===== config.mk =====
export PLATFORM = sky130hd
export DESIGN_NAME = mem_arbiter
export DESIGN_NICKNAME = d
export VERILOG_FILES = /design/src/rtl/mem_arb_pkg.sv /design/src/rtl/mem_arbiter.sv
export SDC_FILE = /design/constraint.sdc
export NUM_CORES = 1
export LEC_CHECK = 0
export BUFFER_PORTS_ARGS = -buffer_cell sky130_fd_sc_hd__buf_2
export CORE_AREA = 3 3 77 79
export CTS_CLUSTER_SIZE = 8
export DETAILED_ROUTE_END_ITERATION = 8
export DIE_AREA = 0 0 80 82
export GPL_TIMING_DRIVEN = 0
export MAX_ROUTING_LAYER = met4
export PLACE_DENSITY = 0.75
export RECOVER_POWER = 50
export SYNTH_ARGS = -nofsm -noshare
export SYNTH_HDL_FRONTEND = slang
export SYNTH_SLANG_ARGS = --single-unit

===== constraint.sdc =====
create_clock -name CLK -period 0.9 [get_ports CLK]
set_input_delay 0.045 -clock CLK [delete_from_list [all_inputs] [get_ports CLK]]
set_output_delay 0.045 -clock CLK [all_outputs]
set_load 0.05 [all_outputs]

===== src/rtl/mem_arb_pkg.sv =====
// Shared types and default widths for the two-port memory arbiter.
package mem_arb_pkg;

  localparam int DEFAULT_ADDR_W = 10;
  localparam int DEFAULT_DATA_W = 32;

  typedef enum logic [1:0] {
    IDLE,
    RD_I,
    RD_D
  } state_e;

  typedef enum logic {
    PORT_I,
    PORT_D
  } port_e;

endpackage


===== src/rtl/mem_arbiter.sv =====
// Arbitrates a fetch port and a data port onto one single-port synchronous RAM.
// Define ARB_RR_EN for round-robin on contention; default is fixed data priority.
module mem_arbiter
  import mem_arb_pkg::*;
#(
  parameter int ADDR_W = DEFAULT_ADDR_W,
  parameter int DATA_W = DEFAULT_DATA_W
) (
  input  logic              CLK,
  input  logic              RSTn,
  input  logic              i_req,
  input  logic [ADDR_W-1:0] i_addr,
  output logic              i_gnt,
  output logic              i_rvalid,
  output logic [DATA_W-1:0] i_rdata,
  input  logic              d_req,
  input  logic              d_we,
  input  logic              d_lock,
  input  logic [ADDR_W-1:0] d_addr,
  input  logic [DATA_W-1:0] d_wdata,
  output logic              d_gnt,
  output logic              d_rvalid,
  output logic [DATA_W-1:0] d_rdata,
  output logic              mem_en,
  output logic              mem_we,
  output logic [ADDR_W-1:0] mem_addr,
  output logic [DATA_W-1:0] mem_wdata,
  input  logic [DATA_W-1:0] mem_rdata
);

  state_e state_q;
  logic   lock_q;
  logic   contention;
  logic   d_wins;

  assign contention = i_req && d_req && !lock_q;

`ifdef ARB_RR_EN
  port_e last_win_q;

  // Last winner was fetch, so data takes this contention round.
  assign d_wins = (last_win_q == PORT_I);

  always_ff @(posedge CLK or negedge RSTn) begin
    if (!RSTn) begin
      last_win_q <= PORT_D;
    end else if (contention) begin
      last_win_q <= d_wins ? PORT_D : PORT_I;
    end
  end
`else
  assign d_wins = 1'b1;
`endif

  // Grants are gated by RSTn so reset silences the RAM interface at once.
  always_comb begin
    // NOTE: defaults first so every path assigns both grants and no latch is inferred.
    i_gnt = 1'b0;
    d_gnt = 1'b0;
    if (RSTn) begin
      if (lock_q) begin
        d_gnt = d_req;
      end else if (contention) begin
        d_gnt = d_wins;
        i_gnt = !d_wins;
      end else begin
        i_gnt = i_req;
        d_gnt = d_req;
      end
    end
  end

  assign mem_en    = i_gnt || d_gnt;
  assign mem_we    = d_gnt && d_we;
  assign mem_addr  = d_gnt ? d_addr : (i_gnt ? i_addr : '0);
  assign mem_wdata = mem_we ? d_wdata : '0;

  assign i_rvalid = (state_q == RD_I);
  assign d_rvalid = (state_q == RD_D);
  assign i_rdata  = mem_rdata;
  assign d_rdata  = mem_rdata;

  always_ff @(posedge CLK or negedge RSTn) begin
    // NOTE: non-blocking assignments so every flop samples pre-edge values.
    if (!RSTn) begin
      state_q <= IDLE;
      lock_q  <= 1'b0;
    end else begin
      if (i_gnt) begin
        state_q <= RD_I;
      end else if (d_gnt && !d_we) begin
        state_q <= RD_D;
      end else begin
        state_q <= IDLE;
      end
      if (d_gnt) begin
        lock_q <= d_lock;
      end
    end
  end

endmodule


* Word level (Yosys, flattened, before mapping)
Index checks and enable logic that the tools add are counted.
** Cells by class
- Multipliers :: 0
- Magnitude comparators :: 0
- Div/mod/pow operators :: 0
- Equal/unequal tests :: 2
- Reductions and logical operators :: 7
- Shifts and indexed selects :: 0
- Add/sub/neg operators :: 0
- Bitwise logic cells :: 0
- Multiplexer cells :: 11
** Operator list (count)
- $mux 32 :: 1
- $mux 10 :: 2
- $mux 1 :: 6
- $logic_and 1x1->1 :: 4
- $mux 2 :: 2
- $eq 2x1->1 const B :: 1
- $eq 2x2->1 const B :: 1
- $logic_not 1->1 :: 2
- $logic_or 1x1->1 :: 1
** Storage, ports and cells
- Input port bits :: 90
- Memories kept :: 0
- RAM bits :: 0
- Word-level logic and storage cells :: 22
- Bits in read-only memories :: 0
- Flip-flop bits (word level) :: 3
- Latch bits :: 0

* Logic depth before layout (Yosys ltp)
Gate-level depths: netlist of the first run.
- Depth in word-level cells :: 8
- Mapped depth :: 4
- Mapped depth without buffers :: 2

* Least setup slack after synthesis of the first run
Ideal clock, no wire load.
- Path kind :: reg-to-output
- Start :: register lock_q
- End :: output mem_addr[9]
- Stages on the path, launching flop included :: 3
- Data arrival time :: 1.656 ns
- Path slack :: -0.801 ns
- Cell sequence :: dfrtp_1 nand4bb_1 a21boi_0
** Between the ends
- Word-level cells in the longest chain between the ends :: 7
** RTL lines
- start, declared :: RTL line mem_arbiter.sv:32 : logic lock_q;
- start signal, assigned :: RTL line mem_arbiter.sv:97 : lock_q <= d_lock;
- $logic_not 1->1 :: RTL line mem_arbiter.sv:36 : assign contention = i_req && d_req && !lock_q;
- $logic_and 1x1->1 :: RTL line mem_arbiter.sv:36
- $mux 1 :: RTL line mem_arbiter.sv:63 : end else if (contention) begin
- $mux 1 :: RTL line mem_arbiter.sv:61 : if (lock_q) begin
- $mux 1 :: RTL line mem_arbiter.sv:60 : if (RSTn) begin
- $mux 10 :: RTL line mem_arbiter.sv:75 : assign mem_addr = d_gnt ? d_addr : (i_gnt ? i_addr : '0);
- $mux 10 * :: RTL line mem_arbiter.sv:75
- end, declared :: RTL line mem_arbiter.sv:26 : output logic [ADDR_W-1:0] mem_addr,
Mark *: on every way between the ends. The rest lies on a longest branch, timed or not.

* Worst setup path in the final report of the first run
- Start :: register lock_q
- End :: output mem_addr[6]
The elaborated chain is that of the path after synthesis.

==> flow_summary.json, run 1 <==
{
  "dieArea_mm2": 0.00656,
  "root_buffer": "clkbuf_8",
  "hold-worst-slack_ps": -352,
  "vias_per_cell": 3.79,
  "critPathLaunch": "lock_q$_DFFE_PN0P_",
  "critPathCapture": "mem_addr[6]",
  "start_util": 0.208,
  "setup_viol": 45,
  "skew_ps": 2.26,
  "reg2reg_from": "lock_q$_DFFE_PN0P_",
  "hold_viol": 3,
  "routed_wl_mm": 4.78,
  "startpoint_type": "flip-flop",
  "synth_top_cell_by_area": "buf_4",
  "p_per_area_mw_per_mm2": 896,
  "r2r-end": "state_q[0]$_DFF_PN0_",
  "die_h_um": 82,
  "grt_pass1_wl_mm": 6.33,
  "place_hpwl_mm": 3.84,
  "clock_path_buffers": 2,
  "portBuffers": 169,
  "place_congestion": 0.749,
  "ir_worst_vdd_v": 0.000758,
  "critPathKind": "flip-flop to primary output",
  "yosysUniqueCellTypes": 18,
  "layout.nets": 416,
  "grt.total_usage": 0.124,
  "cp_max_fo": 5,
  "tightest_slew_ps": 610,
  "ys_seq_elements": 3,
  "antenna_cells": 0,
  "num_rows": 27,
  "core-area_mm2": 0.00541,
  "relSlewSlack": 0.595,
  "max_freq_mhz": 733,
  "clk_pin_slew_ps": 30,
  "violations": "negative hold slack, negative setup slack",
  "synth_area_mm2": 0.00112,
  "final_antenna_net_count": 0,
  "cap_viol_max_count": 0,
  "synth_area_per_cell_um2": 7.65,
  "layout-drive-gt1-share": 0.772,
  "antenna_found_initial": 0,
  "clk_latency_ps": 220,
  "ys_warn_count": 0,
  "drt-pass1-iter-count": 4,
  "min_period_ps": 1370,
  "cts_sinks": 3,
  "cts_tree": "built",
  "cts_hold_buf": 1,
  "wl_per_cell_um": 12.1,
  "p_leak_uw": 0.00142,
  "end_kind": "primary output",
  "vias": 1504,
  "cp_data_arrival_time_ps": 1320,
  "ios": 202,
  "die_w_um": 80,
  "dp.cells": 388,
  "htree_num_levels": 1,
  "synth_top_cell_area_share": 0.427,
  "numCtsBuffers": 3,
  "drtIter0Drc": 6,
  "rsz0062_at_grt": "yes",
  "dp_slack_ps": -365,
  "period_share": 1.52,
  "cp.required_ps": 850,
  "status": "finished, violations left",
  "yosysSeqAreaShare": 0.0667,
  "ys_top_cells_by_area": "buf_4 43%, and2_1 18%, nand4bb_1 10%",
  "grt_pass1_vias": 1358,
  "fin_ws_ps": -465,
  "grt_max_degree": 11,
  "area_delta_synth_final_pct": 140,
  "synthCells": 147,
  "slew_violations": 0,
  "min_path_type": "primary input to async pin",
  "r2r_slack_ps": -290,
  "drc": 0,
  "gr-total-overflow": 0,
  "synth_nets": 237,
  "worstRegToRegCells": 5,
  "layout.cells.non_filler": 397,
  "fin_util": 0.500
}
timing repair:
item,in CTS,in global routing
pin swaps,10,1
resized for setup,95,5
cloned,1,0
setup endpoints to repair,49,48
buffers inserted,1,2
hold endpoints to repair,4,3
metrics by stage:
| step | area (um^2) | TNS, ps | total power [uW] |
|---|---|---|---|
| after floorplan | 1390 | -2570 | 1510 |
| after global placement | 2320 | -8350 | 1870 |
| after detailed placement | 2320 | -8500 | 1880 |
| after CTS | 2700 | -7790 | 2430 |
| after global routing | 2700 | -9930 | 2510 |
| final | 2700 | -7270 | 2420 |
critical path, stage by stage (launching register included):
cell       delay (ps)
dfrtp_1           410
clkbuf_8          170
nand4bb_4         200
a21boi_4          150
buf_6             170
cell usage in the layout (no fill, tap or decap):
cell	count
dfrtp_1	3
buf_4	69
and2_1	23
nor2_1	1
nand4bb_4	9
nand2_1	10
and3_4	1
a21boi_4	9
nor2b_2	1
and3b_2	1
nand4bb_1	1
buf_8	3
nand2_2	1
a21boi_2	1
buf_6	47
nor2b_4	2
clkbuf_8	5
buf_2	91
o21a_2	1
clkbuf_1	34
dlygate4sd3_1	1
mux2_4	1
inv_1	1
and2_2	9
where the power goes:
| group | internal [uW] | switching (uW) | total (uW) |
|---|---|---|---|
| sequential | 146 | 11.7 | 158 |
| clock | 303 | 103 | 406 |
| combinational | 732 | 1120 | 1860 |
| total | 1180 | 1240 | 2420 |
worst min path at each step:
stage | endpoint | slack, ps
floorplan | lock_q$_DFFE_PN0P_ | -250
global placement | state_q[1]$_DFF_PN0_ | -120
detailed placement | state_q[0]$_DFF_PN0_ | -120
CTS | lock_q$_DFFE_PN0P_ | -360
global route | lock_q$_DFFE_PN0P_ | -340
finish | lock_q$_DFFE_PN0P_ | -350
registers in the layout, indices dropped and copies added, names as in the netlist:
name,flops
lock_q,1
state_q,2
cell type report:
type / instances / area, um^2
Tap cell: 72 / 90.1
Clock buffer: 4 / 45.0
Inverter: 1 / 3.75
Timing Repair Buffer: 174 / 1150
Fill cell: 496 / 2700
Multi-Input combinational cell: 71 / 779
Sequential cell: 3 / 75.1
Buffer: 72 / 559
Yosys cell counts (all sizes together):
master / number
nor2: 1
and2: 32
and3: 1
a21boi: 10
nor2b: 3
inv: 1
nand4bb: 10
o21a: 1
mux2: 1
clkbuf: 2
buf: 70
nand2: 11
and3b: 1
dfrtp: 3
cells by family after synthesis:
group,synth area share
buffers and inverters,0.492
and+or+nand+nor,0.355
AOI/OAI and AO/OA,0.0734
DFF,0.0667
muxes,0.0133
per-layer routing:
layer | wire (um) | GRT usage | part of all wire
met1 | 1630 | 0.135 | 0.34
met5 | 0 | - | 0
met4 | 79 | 0.0473 | 0.017
met3 | 372 | 0.0132 | 0.078
met2 | 2700 | 0.233 | 0.57
Note: power is estimated with default switching activity, not from simulation.
==> run 2: changes to the inputs <==
CTS_BUF_LIST = sky130_fd_sc_hd__clkbuf_16   (was not set)
GPL_TIMING_DRIVEN = not set   (was 0)
==> run 2 against run 1 <==
Against the previous run: the flow finishes with violations (negative setup slack); wire length down 18%; maximum frequency is 0.34% higher; first-iteration DRC count grew to 4.2 times the previous value; combinational power is 47% lower; setup slack gained 4.6 ps; hold slack better by 410 ps; die area unchanged; clock power grew 72%; clock skew down 1.3 ps; highest routed layer unchanged.
==> flow_summary.json, run 2 (same netlist as run 1, synthesis figures left out) <==
{
  "dieArea_mm2": 0.00656,
  "multi_input_area_um2": 830,
  "skew_ps": 0.943,
  "tightest_slew_ps": 247,
  "violations": "negative setup slack",
  "fin_ws_ps": -460,
  "area_delta_synth_final_pct": 69.7,
  "relSlewSlack": 0.837,
  "end_kind": "primary output",
  "wl_per_cell_um": 14.5,
  "numCtsBuffers": 3,
  "clk_pin_slew_ps": 30,
  "layout.nets": 288,
  "fin_util": 0.353,
  "most-common-layout-cells": "57 x buf_2, 37 x buf_4, 23 x and2_1",
  "vias_per_cell": 4.08,
  "dpl-instance-area_mm2": 0.00152,
  "cp_max_fo": 6,
  "die_h_um": 82,
  "globalRouteMet2Util": 0.184,
  "ir_worst_vdd_v": 0.00107,
  "drt-pass1-iter-count": 4,
  "slew_violations": 0,
  "place_hpwl_mm": 2.65,
  "setup_viol": 16,
  "grt_max_degree": 17,
  "max_freq_mhz": 735,
  "largest_reg_flops": 2,
  "layout-drive-gt1-share": 0.802,
  "gr-total-overflow": 0,
  "antenna_cells": 0,
  "regMostFlops": "state_q",
  "cts_sinks": 3,
  "min_path_type": "primary input to flip-flop",
  "vias": 1098,
  "root_buffer": "clkbuf_16",
  "htree_num_levels": 1,
  "grt_pass1_wl_mm": 5.64,
  "p_per_area_mw_per_mm2": 972,
  "clock_path_buffers": 2,
  "grt_pass1_vias": 1130,
  "critPathKind": "flip-flop to primary output",
  "fill_cells": 564,
  "regArea_um2": 76.3,
  "startpoint_type": "flip-flop",
  "clk_latency_ps": 220,
  "cp_data_arrival_time_ps": 1320,
  "p_leak_uw": 0.000949,
  "drtIter0Drc": 25,
  "core-area_mm2": 0.00541,
  "place_congestion": 0.667,
  "cts_tree": "built",
  "use_met1": 0.131,
  "p_switching_uw": 652,
  "drc": 0,
  "grt.total_usage": 0.114,
  "antenna_found_initial": 0,
  "die_w_um": 80,
  "status": "finished, violations left",
  "netSwitchingFraction": 0.352,
  "busiest_layer": "met2",
  "clkPwrFrac": 0.377,
  "rsz0062_at_grt": "yes",
  "holdPathStages": 2,
  "combPwrFrac": 0.536,
  "final_antenna_net_count": 0,
  "period_share": 1.51,
  "worstRegToRegCells": 3,
  "cp.required_ps": 850,
  "grt_util_met3": 0.0384,
  "start_util": 0.208,
  "seqPwrFrac": 0.087,
  "cap_viol_max_count": 0,
  "min_period_ps": 1360,
  "internal-power_uw": 1200,
  "routed_wl_mm": 3.91,
  "final_common_cell": "buf_2",
  "num_rows": 27,
  "portBuffers": 105,
  "fin_area_mm2": 0.00191,
  "reg.largest.list": "state_q x2, lock_q x1",
  "ios": 202,
  "hold_viol": 0
}
[run 2: cell types whose count changed in the layout (fill, tap and decap cells not counted), sizes merged]
cell    change
buf        -96
and3        +3
inv         +1
clkbuf     -36
[run 2: final cells by class]
cell class | count | area share
clock buffer | 3 | 0.0393
clock inverter | 1 | 0.00197
inverter | 1 | 0.00197
multi-input combinational | 74 | 0.434
sequential | 3 | 0.0400
tap | 72 | 0.0472
timing repair buffer | 115 | 0.435
[run 2: through the flow]
stage	setup slack, ps	hold WS (ps)	total power [uW]	TNS (ps)	cells
2_1_floorplan	-226	-251	1510	-2570	147
3_3_place_gp	-320	2.38	958	-6490	258
3_5_place_dp	-337	9.48	970	-7470	258
4_1_cts	-439	50.9	1800	-5090	266
5_1_grt	-496	59.6	1930	-5990	269
6_report	-460	53.4	1850	-5380	269
[run 2: final timing paths]
path / start / endpoint / slack [ps]
setup / recovery: lock_q$_DFFE_PN0P_ / mem_addr[8] / -460
hold / removal: d_lock / lock_q$_DFFE_PN0P_ / 50
setup reg to reg: lock_q$_DFFE_PN0P_ / state_q[0]$_DFF_PN0_ / -70
hold reg to reg: lock_q$_DFFE_PN0P_ / lock_q$_DFFE_PN0P_ / 700
max in group asynchronous: RSTn / lock_q$_DFFE_PN0P_ / 250
min in group asynchronous: RSTn / lock_q$_DFFE_PN0P_ / 490
[run 2: layer usage]
metal | routed length (um) | part of all wire
met5 | 0 | 0
met4 | 38 | 0.0097
met3 | 414 | 0.11
met2 | 1980 | 0.51
met1 | 1480 | 0.38
[run 2: worst max-delay path, stage by stage (launching register included)]
cell,delay (ps)
dfrtp_2,430
buf_6,140
nand4bb_4,200
a21boi_4,160
buf_8,160
[run 2: what timing repair did]
| action | in CTS | in global routing |
|---|---|---|
| buffers inserted | 0 | 3 |
| gates cloned | 3 | 0 |
| gates resized for setup | 70 | 11 |
| endpoints found under the hold margin | 3 | 0 |
| setup endpoints to repair | 49 | 17 |
| hold buffers | 1 | 0 |
| pin swaps | 2 | 13 |
[run 2: power groups by stage]
stage	clock, uW	combinational [uW]	sequential [uW]
CTS	706	915	174
global route	718	1050	164
floorplan	0	1360	153
global placement	0	788	170
detailed placement	0	798	171
finish	699	995	162
==> run 3: changes to the inputs <==
ABC_AREA = 1   (was not set)
CELL_PAD_IN_SITES_DETAIL_PLACEMENT = 1   (was not set)
CELL_PAD_IN_SITES_GLOBAL_PLACEMENT = 2   (was not set)
CORE_AREA = not set   (was 3 3 77 79)
CORE_MARGIN = 3   (was not set)
CORE_UTILIZATION = 10   (was not set)
DIE_AREA = not set   (was 0 0 80 82)
PLACE_DENSITY = 0.93   (was 0.75)
==> run 3 against run 2 <==
Against the previous run: register-to-register slack better by 60 ps; non-clock buffer count rose by 5; synthesized cell count increased by 26%; cell area grew 26%; the flow still finishes with violations (negative setup slack); maximum frequency increased by 4.9%; clock-buffer cell count unchanged; clock skew shrank 0.86 ps; critical path type unchanged; first-iteration DRC count shrank 24%; combinational power up 9.5%.
==> flow_summary.json, run 3 <==
{
  "status": "finished, violations left",
  "violations": "negative setup slack",
  "ios": 202,
  "grt_max_degree": 13,
  "vias_per_cell": 3.12,
  "place_congestion": 0.691,
  "root_buffer": "clkbuf_16",
  "cts_tree": "built",
  "grt.total_usage": 0.0638,
  "wl_per_cell_um": 12.2,
  "ys.flop_type": "dfrtp_1",
  "yosysUniqueCellTypes": 12,
  "layout-drive-gt1-share": 0.770,
  "critPathKind": "flip-flop to primary output",
  "antenna_found_initial": 0,
  "synth_edf_count": 0,
  "skew_ps": 0.0803,
  "dp_slack_ps": -271,
  "clk_latency_ps": 220,
  "clock_path_buffers": 2,
  "grt_util_met3": 0.0201,
  "p_leak_uw": 0.00117,
  "htree_num_levels": 1,
  "synth_top_cell_area_share": 0.435,
  "max_freq_mhz": 771,
  "relSlewSlack": 0.833,
  "synthCells": 185,
  "crit_family": "flip-flops",
  "most-common-layout-cells": "56 x buf_2, 35 x inv_1, 33 x nor2_4",
  "final_antenna_net_count": 0,
  "synth_top_cell_by_area": "buf_4",
  "use_met1": 0.0626,
  "regArea_um2": 75.1,
  "multi_input_area_um2": 746,
  "die_h_um": 112,
  "async_flop_share": 1.00,
  "core-area_mm2": 0.0109,
  "yosys-top-cells-count": "65 x buf_4, 37 x inv_1, 29 x nor2_2",
  "cap_viol_max_count": 0,
  "yosysMostFrequentCell": "buf_4",
  "hold-worst-slack_ps": 26.3,
  "synth_area_mm2": 0.00112,
  "regMostFlops": "state_q",
  "min_path_type": "primary input to flip-flop",
  "area_delta_synth_final_pct": 114,
  "routed_wl_mm": 4.61,
  "place_hpwl_mm": 3.39,
  "yosysSeqAreaShare": 0.0669,
  "synth_area_per_cell_um2": 6.07,
  "tightest_slew_ps": 251,
  "gr-total-overflow": 0,
  "critPathBufInv": 2,
  "cp.required_ps": 850,
  "numCtsBuffers": 3,
  "clk_pin_slew_ps": 30,
  "rsz0062_at_grt": "yes",
  "finalPower_uw": 1940,
  "finalSetupTns_ps": -4740,
  "vias": 1183,
  "cp_max_fo": 11,
  "busiest_layer": "met2",
  "path_cells": "nor2_2 > buf_12 > nand3_2 > nand2_4 > buf_8",
  "end_kind": "primary output",
  "globalRouteMet2Util": 0.119,
  "ir_worst_vdd_v": 0.000447,
  "drc": 0,
  "slowest_stage": "dfrtp_1",
  "antenna_cells": 0,
  "startpoint_type": "flip-flop",
  "layout.nets": 330,
  "min_period_ps": 1300,
  "slew_violations": 0,
  "fill_cells": 1263,
  "ys_warn_count": 0,
  "largest_reg_flops": 2,
  "hold_viol": 0,
  "cts_sinks": 3,
  "grt_pass1_vias": 1257,
  "reg.largest.list": "state_q x2, lock_q x1",
  "die_w_um": 112,
  "cp_slowest_stage_delay_ps": 380,
  "drt-pass1-iter-count": 2,
  "ys_seq_elements": 3,
  "drtIter0Drc": 19,
  "synth_nets": 275,
  "grt_pass1_wl_mm": 6.29,
  "start_util": 0.103,
  "num_rows": 38,
  "cp_data_arrival_time_ps": 1250,
  "p_per_area_mw_per_mm2": 810,
  "period_share": 1.44,
  "final_common_cell": "buf_2",
  "dieArea_mm2": 0.0125,
  "ys_top_cells_by_area": "buf_4 43%, nor2_2 16%, inv_1 12%",
  "fin_ws_ps": -397,
  "portBuffers": 105,
  "setup_viol": 26
}
run 3: changes by cell type in the layout (fill, tap and decap cells not counted), moves of 14 or more:
cell / change
buf_4: -33
inv_1: +33
nor2_4: +33
and2_1: -23
buf_6: +16
buf_8: +14
run 3: cells by family after synthesis:
kind of cell           Yosys count  share of synthesized area
and+or+nand+nor                 74                      0.332
buffers and inverters          108                      0.601
DFF                              3                     0.0669
run 3: path summary, 6_finish.rpt:
check / startpoint / endpoint / slack (ps) / cells after the start
min: d_lock / lock_q$_DFFE_PN0P_ / 30 / 3
max: lock_q$_DFFE_PN0P_ / mem_addr[5] / -400 / 5
max reg2reg: lock_q$_DFFE_PN0P_ / state_q[0]$_DFF_PN0_ / -10 / 4
max in group asynchronous: RSTn / state_q[1]$_DFF_PN0_ / 560 / 3
min reg2reg: lock_q$_DFFE_PN0P_ / lock_q$_DFFE_PN0P_ / 510 / 2
min in group asynchronous: RSTn / state_q[0]$_DFF_PN0_ / 240 / 3
run 3: final cells by class:
type	instances	share of cell area
sequential	3	0.0313
multi-input combinational	74	0.311
timing repair buffer	120	0.489
clock inverter	1	0.00157
tap	140	0.0731
clock buffer	3	0.0313
inverter	38	0.0632
run 3: layer usage:
| layer | wire [um] | up-vias |
|---|---|---|
| li1 | - | 570 |
| met1 | 1390 | 552 |
| met2 | 2830 | 48 |
| met3 | 336 | 13 |
| met4 | 63 | 0 |
| met5 | 0 | - |
run 3: metrics by stage:
step           instances  area (um^2)  utilization
6_report             379         2400        0.220
5_1_grt              379         2400        0.220
4_1_cts              375         1990        0.182
3_5_place_dp         368         1610        0.148
3_3_place_gp         368         1610        0.148
2_1_floorplan        185         1320            -
run 3: repair_timing:
action                                 CTS  global route
cloned                                   1             3
endpoints found under the hold margin    3             0
gates resized for setup                 84            75
pin swaps                                3             4
hold buffers                             1             0
setup endpoints to repair               48            45
buffers inserted                         1             1
run 3: worst min-delay path: cells and delay by family:
kind / cells / cell delay [ps]
and+or+nand+nor: 2 / 90
buffers and inverters: 1 / 80
run 3: power by group:
part	switching, uW	total, uW	internal (uW)
combinational	633	1090	459
sequential	7.53	153	145
clock	125	698	573
